<file path="config.mk">
export PLATFORM = sky130hd
export DESIGN_NAME = pipe_stage_reg
export DESIGN_NICKNAME = d
export VERILOG_FILES = /design/src/rtl/pipe_stage_reg.sv
export SDC_FILE = /design/constraint.sdc
export NUM_CORES = 1
export LEC_CHECK = 0
export CORE_MARGIN = 2
export CORE_UTILIZATION = 31
export DETAILED_ROUTE_END_ITERATION = 8
export HOLD_SLACK_MARGIN = 0.03
export PLACE_DENSITY = 0.67
export SYNTH_ARGS = -nofsm -noshare
export SYNTH_HDL_FRONTEND = slang
export SYNTH_SLANG_ARGS = --single-unit
</file>
<file path="constraint.sdc">
create_clock -name clk -period 1.95 [get_ports clk]
set_clock_uncertainty 0.15 [all_clocks]
set_input_delay 0.39 -clock clk [delete_from_list [all_inputs] [get_ports clk]]
set_output_delay 0.39 -clock clk [all_outputs]
set_load 0.005 [all_outputs]
</file>
<file path="src/rtl/pipe_stage_reg.sv">
// Inter-stage pipeline register: LANES payload lanes, each with a valid bit.
// On each edge it does one of flush, bubble, load or hold, picked from the
// shared stall vector. Two saturating counters record hold and bubble cycles.
module pipe_stage_reg #(
    parameter int                DATA_W  = 32,
    parameter int                LANES   = 1,
    parameter logic [DATA_W-1:0] NOP_VAL = '0,
    parameter int                STALL_W = 6,
    parameter int                STAGE   = 2,
    parameter int                CNT_W   = 16
) (
    input  logic                    clk,
    input  logic                    rst,
    input  logic [STALL_W-1:0]      stall,
    input  logic                    flush,
    input  logic [LANES-1:0]        kill,
    input  logic [LANES*DATA_W-1:0] in_data,
    input  logic [LANES-1:0]        in_valid,
    input  logic                    cnt_clr,
    output logic [LANES*DATA_W-1:0] out_data,
    output logic [LANES-1:0]        out_valid,
    output logic [CNT_W-1:0]        hold_cnt,
    output logic [CNT_W-1:0]        bubble_cnt
);

    localparam logic [LANES*DATA_W-1:0] NOP_ALL = {LANES{NOP_VAL}};
    localparam logic [CNT_W-1:0]        CNT_MAX = '1;

    logic                    s_up;
    logic                    s_dn;
    logic                    do_bubble;
    logic                    do_hold;
    logic [LANES-1:0]        load_valid;
    logic [LANES*DATA_W-1:0] load_data;

    assign s_up = stall[STAGE];
    assign s_dn = stall[STAGE+1];

    // A flush edge is never counted, even when the stall bits ask for hold/bubble.
    assign do_bubble = ~flush & s_up & ~s_dn;
    assign do_hold   = ~flush & s_up &  s_dn;

    // Per-lane load value: killed or invalid lanes carry NOP_VAL, never stale data.
    always_comb begin
        load_valid = '0;
        load_data  = NOP_ALL;
        for (int i = 0; i < LANES; i++) begin
            load_valid[i] = in_valid[i] & ~kill[i];
            if (load_valid[i]) begin
                load_data[i*DATA_W +: DATA_W] = in_data[i*DATA_W +: DATA_W];
            end
        end
    end

    // Payload/valid register: flush, then bubble, then load; otherwise hold.
    always_ff @(posedge clk or negedge rst) begin
        if (!rst) begin
            out_data  <= NOP_ALL;
            out_valid <= '0;
        end else if (flush || do_bubble) begin
            out_data  <= NOP_ALL;
            out_valid <= '0;
        end else if (!s_up) begin
            out_data  <= load_data;
            out_valid <= load_valid;
        end
    end

    // Hold counter: saturates at all-ones; clear beats a same-edge increment.
    always_ff @(posedge clk or negedge rst) begin
        if (!rst) begin
            hold_cnt <= '0;
        end else if (cnt_clr) begin
            hold_cnt <= '0;
        end else if (do_hold && hold_cnt != CNT_MAX) begin
            hold_cnt <= hold_cnt + 1'b1;
        end
    end

    // Bubble counter: saturates at all-ones; clear beats a same-edge increment.
    always_ff @(posedge clk or negedge rst) begin
        if (!rst) begin
            bubble_cnt <= '0;
        end else if (cnt_clr) begin
            bubble_cnt <= '0;
        end else if (do_bubble && bubble_cnt != CNT_MAX) begin
            bubble_cnt <= bubble_cnt + 1'b1;
        end
    end

endmodule

</file>
# After elaboration in Yosys (flattened, before gate mapping)
# Index checks and enable logic that the tools add are counted.
# W data, S select, Z words.
# totals
out_inout_bits	65
in_bits	44
elab_cells	30
register_bits	65
# classes
n_bitwise	7
addsub	2
reduce_logical	5
muxes	9
n_eq_ne	3
# ops
op	count
$mux W32	3
$mux W16	4
$add A16 B1 Y16 const B	2
$ne A16 B16 Y1 const B	2
$and A1 B1 Y1	4
$reduce_bool A2 Y1	2
$not A1 Y1	3
$logic_and A1 B1 Y1	2
$mux W1	2
$ne A2 B1 Y1 const B	1
$logic_or A1 B1 Y1	1

# Depth between registers and ports, before layout
# Gate-level depths: netlist (run 1).
# logic_depth
ltp_word	6
ltp_mapped	7
mapped_depth_nobuf	5

# Worst setup path after synthesis (run 1)
# Ideal clock, no wire load.
# synth_path
path_type	flip-flop to flip-flop
start	reg hold_cnt[3]
end	reg hold_cnt[10]
required_time_ns	1.675
path_slack_ns	0.075
setup_time_ns	0.125
stages_incl_launch_ff	5
period_less_slack_ns	1.875
t_arrival_ns	1.600
n_path_buf	0
cell_sequence	dfrtp_1 nand4_2 or3_1 nor4b_2 mux2_2
# synth_between
elab_chain_len	3
elab_cells_between_ends	6
classes_between	add/sub (1); eq/ne (1); mux (2); reduce/logical (2)
# synth_lines
element	line	text
start, declared	22	output logic [CNT_W-1:0] hold_cnt,
start signal, assigned	76	hold_cnt <= hold_cnt + 1'b1;
$add A16 B1 Y16 / $ne A16 B16 Y1 (equally long branches)	76, 75	
$mux W16 / $logic_and A1 B1 Y1 (equally long branches)	75	end else if (do_hold && hold_cnt != CNT_MAX) begin
$mux W16 / $reduce_bool A2 Y1 (equally long branches)	--	
# Parallel ways exist; a longest one is shown, timed or not. The select of a mux whose other input is x is not followed.
# A chain may end at the register's enable or synchronous reset.

# Worst setup path after layout (run 1)
# layout_path
start	reg hold_cnt[1]
end	reg hold_cnt[6]
# Same word-level chain as after synthesis.

==> flow_metrics.py, run 1 <==
metrics = {
    "floorplanning": {
        "ios": 109,
        "floorplan.core_area_um2": 9639,
        "chipHeight_um": 102.8,
        "chipWidth_um": 102.8,
        "start_util_pct": 31.37,
        "die_area_um2": 10560,
        "row_count": 36,
    },
    "drt": {
        "met1_length_um": 3525,
        "met3_wl_um": 454,
        "dr.max_layer_used": "met4",
        "wire_per_inst_um": 14.69,
        "postRouteWirelength_um": 8272,
        "antenna_left": 0,
        "drt_iter0_drc": 81,
        "drt-pass1-iter-count": 4,
        "vias": 2799,
        "avgViaCountPerCell": 4.972,
        "wl_met2_um": 4173,
        "drc": 0,
    },
    "sta": {
        "max_slew.worst_pin.slew_ns": 0.4535,
        "final.setup.worst_slack_ns": 0.01116,
        "relative_slew_slack_pct": 69.54,
        "fmaxAchievable_mhz": 515.8,
        "setup-violations-final": 0,
        "post-route-min-period_ns": 1.939,
        "grt_setup_unrepaired": "yes",
        "final-max-slew-violation-count": 0,
        "finalHoldWorstSlack_ns": 0.3301,
        "final-hold-violation-count": 0,
        "final.period_utilization_pct": 99.43,
    },
    "placement": {
        "place_congestion": 0.8101,
        "dpl.hpwl_um": 5848,
        "place_ws_ns": -0.4415,
        "dp.cells": 541,
        "port_buffers": 104,
    },
    "power": {
        "power_density_nw_per_um2": 616.4,
        "power.ir.vdd_worst_uv": 350.0,
        "total_power_mw": 3.040,
        "static-leakage-power_nw": 2.069,
    },
    "clocking": {
        "clock_tree.buffer_depth": 2,
        "numCtsBuffers": 9,
        "clkSlewWorstSetupHoldPaths_ns": 0.07,
        "cts.sink_count": 65,
        "ctsRootBufferMaster": "sky130_fd_sc_hd__clkbuf_8",
        "cts_tree": "built",
        "cts_htree_levels": 3,
        "worst_skew_pair.late_latency_ns": 0.34,
    },
    "logic_synthesis": {
        "synth.cell_area_um2": 3024,
        "yosysSeqAreaShare_pct": 53.79,
        "synthTopCellsByArea": "sky130_fd_sc_hd__dfrtp_1 (54%), sky130_fd_sc_hd__a22o_1 (9.3%), sky130_fd_sc_hd__a21oi_1 (4.1%), sky130_fd_sc_hd__o31ai_1 (3.7%), sky130_fd_sc_hd__or4_1 (3.0%)",
        "synth_area_per_cell_um2": 11.16,
        "net_count_of_the_mapped_netlist": 317,
        "yosysUniqueCellTypes": 39,
        "synth-warning-count": 0,
        "post_synth_inst_count": 271,
        "netlist.area_leader.share_pct": 53.79,
        "synth_seq_cells": 65,
        "synthDominantAreaCellType": "sky130_fd_sc_hd__dfrtp_1",
    },
    "layout": {
        "syn2layout_area_growth_pct": 63.09,
        "drive_gt1_share_pct": 23.02,
        "cell_count_final_fillers_out": 563,
        "antennaDiodeCount": 0,
        "final_net_count": 471,
    },
    "worst_setup_path": {
        "critPathTopFamily": "simple AND/OR/NAND/NOR gates",
        "cp_slowest_cell": "sky130_fd_sc_hd__or4_1",
        "cp_data_arrival_time_ns": 2.06,
        "crit_required_ns": 2.07,
        "critical_path_class": "reg -> reg",
        "timing.critical_path.slowest_cell_delay_ns": 0.50,
        "worstPathCellList": "ha_2 > nand3_1 > nor4_2 > buf_4 > clkbuf_2 > or4_1 > a21oi_2",
        "critPathMaxFanout": 6,
        "cp-start-kind": "flip-flop",
        "cp-end-kind": "flip-flop",
        "critical_path_buf_inv_count": 2,
    },
    "grt": {
        "first_pass_grt_wire_length_um": 13410,
        "remaining_global_route_overflow": 0,
        "first_global_vias": 2840,
        "grt_antenna_before_repair": 0,
        "maximum_number_of_pins_on_one_net_before_global_route_repair": 66,
        "grt.total_usage_pct": 16.17,
    },
    "worst_hold_path": {
        "worst_hold_path_type": "reg -> reg",
    },
    "outcome": {
        "outcome": "finished, final reports clean",
    },
    "flow_run": {
        "timing.max_cap.violations": 0,
    },
}
## cell usage in the layout, fill, tap and decap left out, types with 3 or more instances in the layout
cell type,count
sky130_fd_sc_hd__a21oi_1,22
sky130_fd_sc_hd__a21oi_2,3
sky130_fd_sc_hd__a22o_1,32
sky130_fd_sc_hd__buf_12,3
sky130_fd_sc_hd__buf_4,47
sky130_fd_sc_hd__bufinv_16,3
sky130_fd_sc_hd__clkbuf_8,10
sky130_fd_sc_hd__clkdlybuf4s50_1,99
sky130_fd_sc_hd__dfrtp_1,63
sky130_fd_sc_hd__dlygate4sd2_1,3
sky130_fd_sc_hd__inv_1,6
sky130_fd_sc_hd__mux2_2,5
sky130_fd_sc_hd__nand2_1,9
sky130_fd_sc_hd__nand3_1,8
sky130_fd_sc_hd__nand4_1,8
sky130_fd_sc_hd__nor2_1,8
sky130_fd_sc_hd__nor2b_1,7
sky130_fd_sc_hd__nor3_1,6
sky130_fd_sc_hd__nor4_2,3
sky130_fd_sc_hd__nor4b_2,3
sky130_fd_sc_hd__o21ai_0,8
sky130_fd_sc_hd__o31ai_1,15
sky130_fd_sc_hd__or3_1,10
sky130_fd_sc_hd__or4_1,11
## timing repair
action	CTS	global route
gates resized for setup	10	12
endpoints found under the setup margin	15	6
hold buffers	1	0
pin swaps	0	4
hold endpoints to repair	65	0
setup buffers	1	4
## where the power goes
| part | switching [mW] | leakage (nW) | internal, mW |
|---|---|---|---|
| combinational | 0.0952 | 1.05 | 0.135 |
| clock | 0.548 | 0.123 | 0.888 |
| sequential | 0.00969 | 0.899 | 1.36 |
| total | 0.653 | 2.07 | 2.39 |
## stage by stage
step	instance area, µm²	setup TNS, ns	utilization, %
floorplan	3024	0	-
global placement	4566	-15.63	47.37
detailed placement	4566	-17.19	47.37
CTS	4862	0	50.44
global route	4932	-0.2341	51.17
finish	4932	0	51.17
## cells in the mapped netlist
cell type                  number
sky130_fd_sc_hd__a22o_1        32
sky130_fd_sc_hd__nor4_1         3
sky130_fd_sc_hd__ha_1           2
sky130_fd_sc_hd__mux2_1         1
sky130_fd_sc_hd__or2_0          1
sky130_fd_sc_hd__or4_1         12
sky130_fd_sc_hd__and3_1         2
sky130_fd_sc_hd__nand4_1        8
sky130_fd_sc_hd__or3_1         11
sky130_fd_sc_hd__nor3_1         7
sky130_fd_sc_hd__inv_1          6
sky130_fd_sc_hd__o21ai_0        8
sky130_fd_sc_hd__nor3b_4        1
sky130_fd_sc_hd__and4_1         2
sky130_fd_sc_hd__nor4_2         1
sky130_fd_sc_hd__nor2b_1        7
sky130_fd_sc_hd__and3b_1        1
sky130_fd_sc_hd__nand2_1        9
sky130_fd_sc_hd__a21oi_1       25
sky130_fd_sc_hd__clkbuf_1      10
sky130_fd_sc_hd__nand2b_1       2
sky130_fd_sc_hd__nor2_1         8
sky130_fd_sc_hd__mux2i_1        1
sky130_fd_sc_hd__a211oi_1       1
sky130_fd_sc_hd__dfrtp_1       65
sky130_fd_sc_hd__nor4b_1        1
sky130_fd_sc_hd__or3_4          1
sky130_fd_sc_hd__mux2_2         5
sky130_fd_sc_hd__o31ai_1       15
sky130_fd_sc_hd__nand3b_1       1
sky130_fd_sc_hd__a21o_1         1
sky130_fd_sc_hd__nand3_1        9
sky130_fd_sc_hd__buf_2          4
sky130_fd_sc_hd__nand4_2        2
sky130_fd_sc_hd__nand3b_4       1
sky130_fd_sc_hd__buf_4          1
sky130_fd_sc_hd__and2_1         1
sky130_fd_sc_hd__nor4b_2        2
sky130_fd_sc_hd__nand4_4        1
## registers in the layout, indices dropped and copies added (netlist names)
signal,count
hold_cnt,16
bubble_cnt,16
out_valid,1
out_data,32
## logic make-up (layout without fill, tap and decap cells)
family          Yosys count  count (layout)  synth area share (%)
simple gates             94              94                 20.98
flops                    65              65                 53.79
compound gates           82              82                 18.95
buf+inv                  21             180                 2.896
mux                       7               7                 2.565
fa+ha+maj                 2               2                0.8273
## layout make-up
| cell class | instances | area (µm²) |
|---|---|---|
| timing repair buffer | 158 | 1485 |
| clock inverter | 6 | 115.1 |
| multi-input combinational | 185 | 1376 |
| fill | 889 | 4707 |
| tap | 133 | 166.4 |
| sequential | 65 | 1629 |
| clock buffer | 10 | 137.6 |
| inverter | 6 | 22.52 |
## final timing paths
check,start,end,slack (ns),cells past startpoint
worst min-delay path,out_valid,out_valid,0.33,1
worst max register to register,hold_cnt[1],hold_cnt[6],0.01,7
worst max-delay path,hold_cnt[1],hold_cnt[6],0.01,7
min in group asynchronous,rst,bubble_cnt[4],0.43,3
worst min register to register,out_valid,out_valid,0.33,1
max in group asynchronous,rst,hold_cnt[2],0.90,3
## metal layers
layer	GRT usage, %	vias up
li1	-	1351
met1	20.22	1363
met2	27.10	73
met3	4.881	12
met4	4.858	0
met5	0	-
No activity file was read; power rests on OpenSTA's default activity.
==> run 2: changes to the inputs <==
Settings changed: DONT_BUFFER_PORTS set to 1, GPL_TIMING_DRIVEN set to 1, PLACE_DENSITY 0.67 to 0.52.
==> flow_metrics.py, run 2 (synthesis gave the netlist of run 1 again) <==
metrics = {
    "outcome": {
        "outcome": "finished with violations",
        "violations": "negative hold slack",
    },
    "sta": {
        "timing.setup.tns_ns": 0,
        "max_slew.worst_pin.slew_ns": 0.4209,
        "final-max-slew-violation-count": 0,
        "final-hold-violation-count": 65,
        "finalHoldWorstSlack_ns": -0.4095,
        "final.period_utilization_pct": 96.51,
        "setup-violations-final": 0,
        "fmaxAchievable_mhz": 531.4,
        "relative_slew_slack_pct": 71.79,
        "grt_setup_unrepaired": "yes",
        "post-route-min-period_ns": 1.882,
    },
    "power": {
        "power.ir.vdd_worst_uv": 294.9,
        "power.share.combinational_pct": 4.9,
        "sw_frac_of_total_pct": 23.33,
        "total_power_mw": 2.570,
        "static-leakage-power_nw": 1.763,
        "p_int_mw": 1.970,
        "power_density_nw_per_um2": 631.7,
        "switchingPower_mw": 0.5995,
        "seqPwrFrac_pct": 53.6,
        "p_clk_share_pct": 41.4,
    },
    "clocking": {
        "cts_htree_levels": 3,
        "cts_tree": "built",
        "numCtsBuffers": 9,
        "clkSlewWorstSetupHoldPaths_ns": 0.08,
        "ctsRootBufferMaster": "sky130_fd_sc_hd__clkbuf_8",
        "cts.sink_count": 65,
        "clock_tree.buffer_depth": 2,
        "worst_skew_pair.late_latency_ns": 0.34,
    },
    "floorplanning": {
        "chipHeight_um": 102.8,
        "start_util_pct": 31.37,
        "row_count": 36,
        "chipWidth_um": 102.8,
        "floorplan.core_area_um2": 9639,
        "ios": 109,
        "die_area_um2": 10560,
    },
    "grt": {
        "first_global_vias": 2434,
        "maximum_number_of_pins_on_one_net_before_global_route_repair": 66,
        "first_pass_grt_wire_length_um": 12280,
        "grt.total_usage_pct": 15.01,
        "remaining_global_route_overflow": 0,
        "grt_antenna_before_repair": 0,
    },
    "worst_setup_path": {
        "critPathLaunch": "hold_cnt[8]",
        "r2r-start": "hold_cnt[8]",
        "critPathMaxFanout": 4,
        "cp-end-kind": "flip-flop",
        "crit_required_ns": 2.02,
        "critical_path_class": "reg -> reg",
        "cp-start-kind": "flip-flop",
        "cp_data_arrival_time_ns": 1.95,
    },
    "drt": {
        "vias": 2531,
        "drc": 0,
        "postRouteWirelength_um": 7942,
        "avgViaCountPerCell": 5.208,
        "drt_iter0_drc": 84,
        "wire_per_inst_um": 16.34,
        "antenna_left": 0,
        "drt-pass1-iter-count": 5,
    },
    "layout": {
        "biggestRegsByFlops": "out_data: 32 flops, bubble_cnt: 16 flops, hold_cnt: 16 flops",
        "final_cell_mix": "sky130_fd_sc_hd__dfrtp_1 (64), sky130_fd_sc_hd__buf_4 (45), sky130_fd_sc_hd__a22o_1 (32), sky130_fd_sc_hd__dlygate4sd3_1 (32), sky130_fd_sc_hd__a21oi_1 (24)",
        "drive_gt1_share_pct": 24.36,
        "largest_register_ffs": 32,
        "final_common_cell": "sky130_fd_sc_hd__dfrtp_1",
        "final.fill_count": 961,
        "antennaDiodeCount": 0,
        "syn2layout_area_growth_pct": 34.51,
        "final_net_count": 394,
        "largest_register": "out_data",
    },
    "placement": {
        "dpl.hpwl_um": 5029,
        "place_congestion": 0.7772,
        "port_buffers": 0,
    },
    "flow_run": {
        "timing.max_cap.violations": 0,
    },
    "worst_hold_path": {
        "worst_hold_path_type": "in -> async",
    },
}
run 2: cell count changes in the layout (fill, tap and decap cells not counted), sizes merged, moves of 2 or more:
cell | previous run | this run
bufinv | 3 | 0
dlygate4sd3 | 1 | 32
clkinvlp | 1 | 3
clkdlybuf4s50 | 99 | 0
buf | 53 | 49
dlygate4sd2 | 3 | 0
run 2: final cells by class:
| cell class | count | area (µm²) | area share, % |
|---|---|---|---|
| Clock buffer | 12 | 155.1 | 3.814 |
| Clock inverter | 4 | 27.53 | 0.6767 |
| Inverter | 6 | 22.52 | 0.5537 |
| Multi-Input combinational cell | 185 | 1363 | 33.50 |
| Sequential cell | 65 | 1628 | 40.02 |
| Tap cell | 133 | 166.4 | 4.091 |
| Timing Repair Buffer | 81 | 705.7 | 17.35 |
run 2: worst paths after layout:
check	end	cells past startpoint	slack, ns
setup / recovery	hold_cnt[10]	5	0.07
hold / removal	out_data[6]	0	-0.41
setup reg to reg	hold_cnt[10]	5	0.07
hold reg to reg	out_data[2]	1	0.39
max in group asynchronous	bubble_cnt[8]	0	1.96
min in group clk	bubble_cnt[1]	2	0.09
run 2: per-stage QoR:
stage / setup slack [ns] / area, µm² / std cells / utilization [%]
6_report: 0.06814 / 4068 / 486 / 42.20
5_1_grt: -0.03108 / 4068 / 486 / 42.20
4_1_cts: 0.02993 / 3956 / 479 / 41.04
3_5_place_dp: 0.01746 / 3447 / 431 / 35.76
3_3_place_gp: 0.03171 / 3447 / 431 / 35.76
2_1_floorplan: 0.07482 / 3024 / 271 / -
run 2: worst max-delay path, stage by stage, from the launching register on:
cell and delay, ns:
sky130_fd_sc_hd__dfrtp_1 0.36, sky130_fd_sc_hd__buf_4 0.14, sky130_fd_sc_hd__inv_1 0.04, sky130_fd_sc_hd__or3_1 0.44, sky130_fd_sc_hd__nor4b_2 0.29, sky130_fd_sc_hd__mux2_2 0.36
run 2: repair_timing:
action	CTS	global route
endpoints found under the hold margin	122	90
gates cloned	0	1
endpoints found under the setup margin	1	19
gates resized for setup	1	11
buffers inserted	0	5
hold buffers	32	1
pin swaps	0	1
run 2: power by group through the flow:
stage	logic [mW]	clock network, mW	registers [mW]
4_1_cts	0.111	1.10	1.38
3_5_place_dp	0.0596	0	1.40
3_3_place_gp	0.0573	0	1.40
2_1_floorplan	0.0506	0	1.40
6_report	0.127	1.06	1.38
5_1_grt	0.139	1.17	1.38
run 2: per-layer routing:
layer / vias to the layer above / routed length (µm) / track usage (%)
met2: 94 / 3832 / 23.48
li1: 1200 / - / -
met3: 4 / 634 / 6.373
met5: - / 0 / 0
met4: 0 / 48 / 4.960
met1: 1233 / 3426 / 18.84
==> run 3: changes to the inputs <==
Settings changed: CAP_MARGIN set to 20, CTS_CLUSTER_SIZE set to 25.
==> results of run 3 <==
The final DEF is identical to that of run 2; final timing and power are the same.
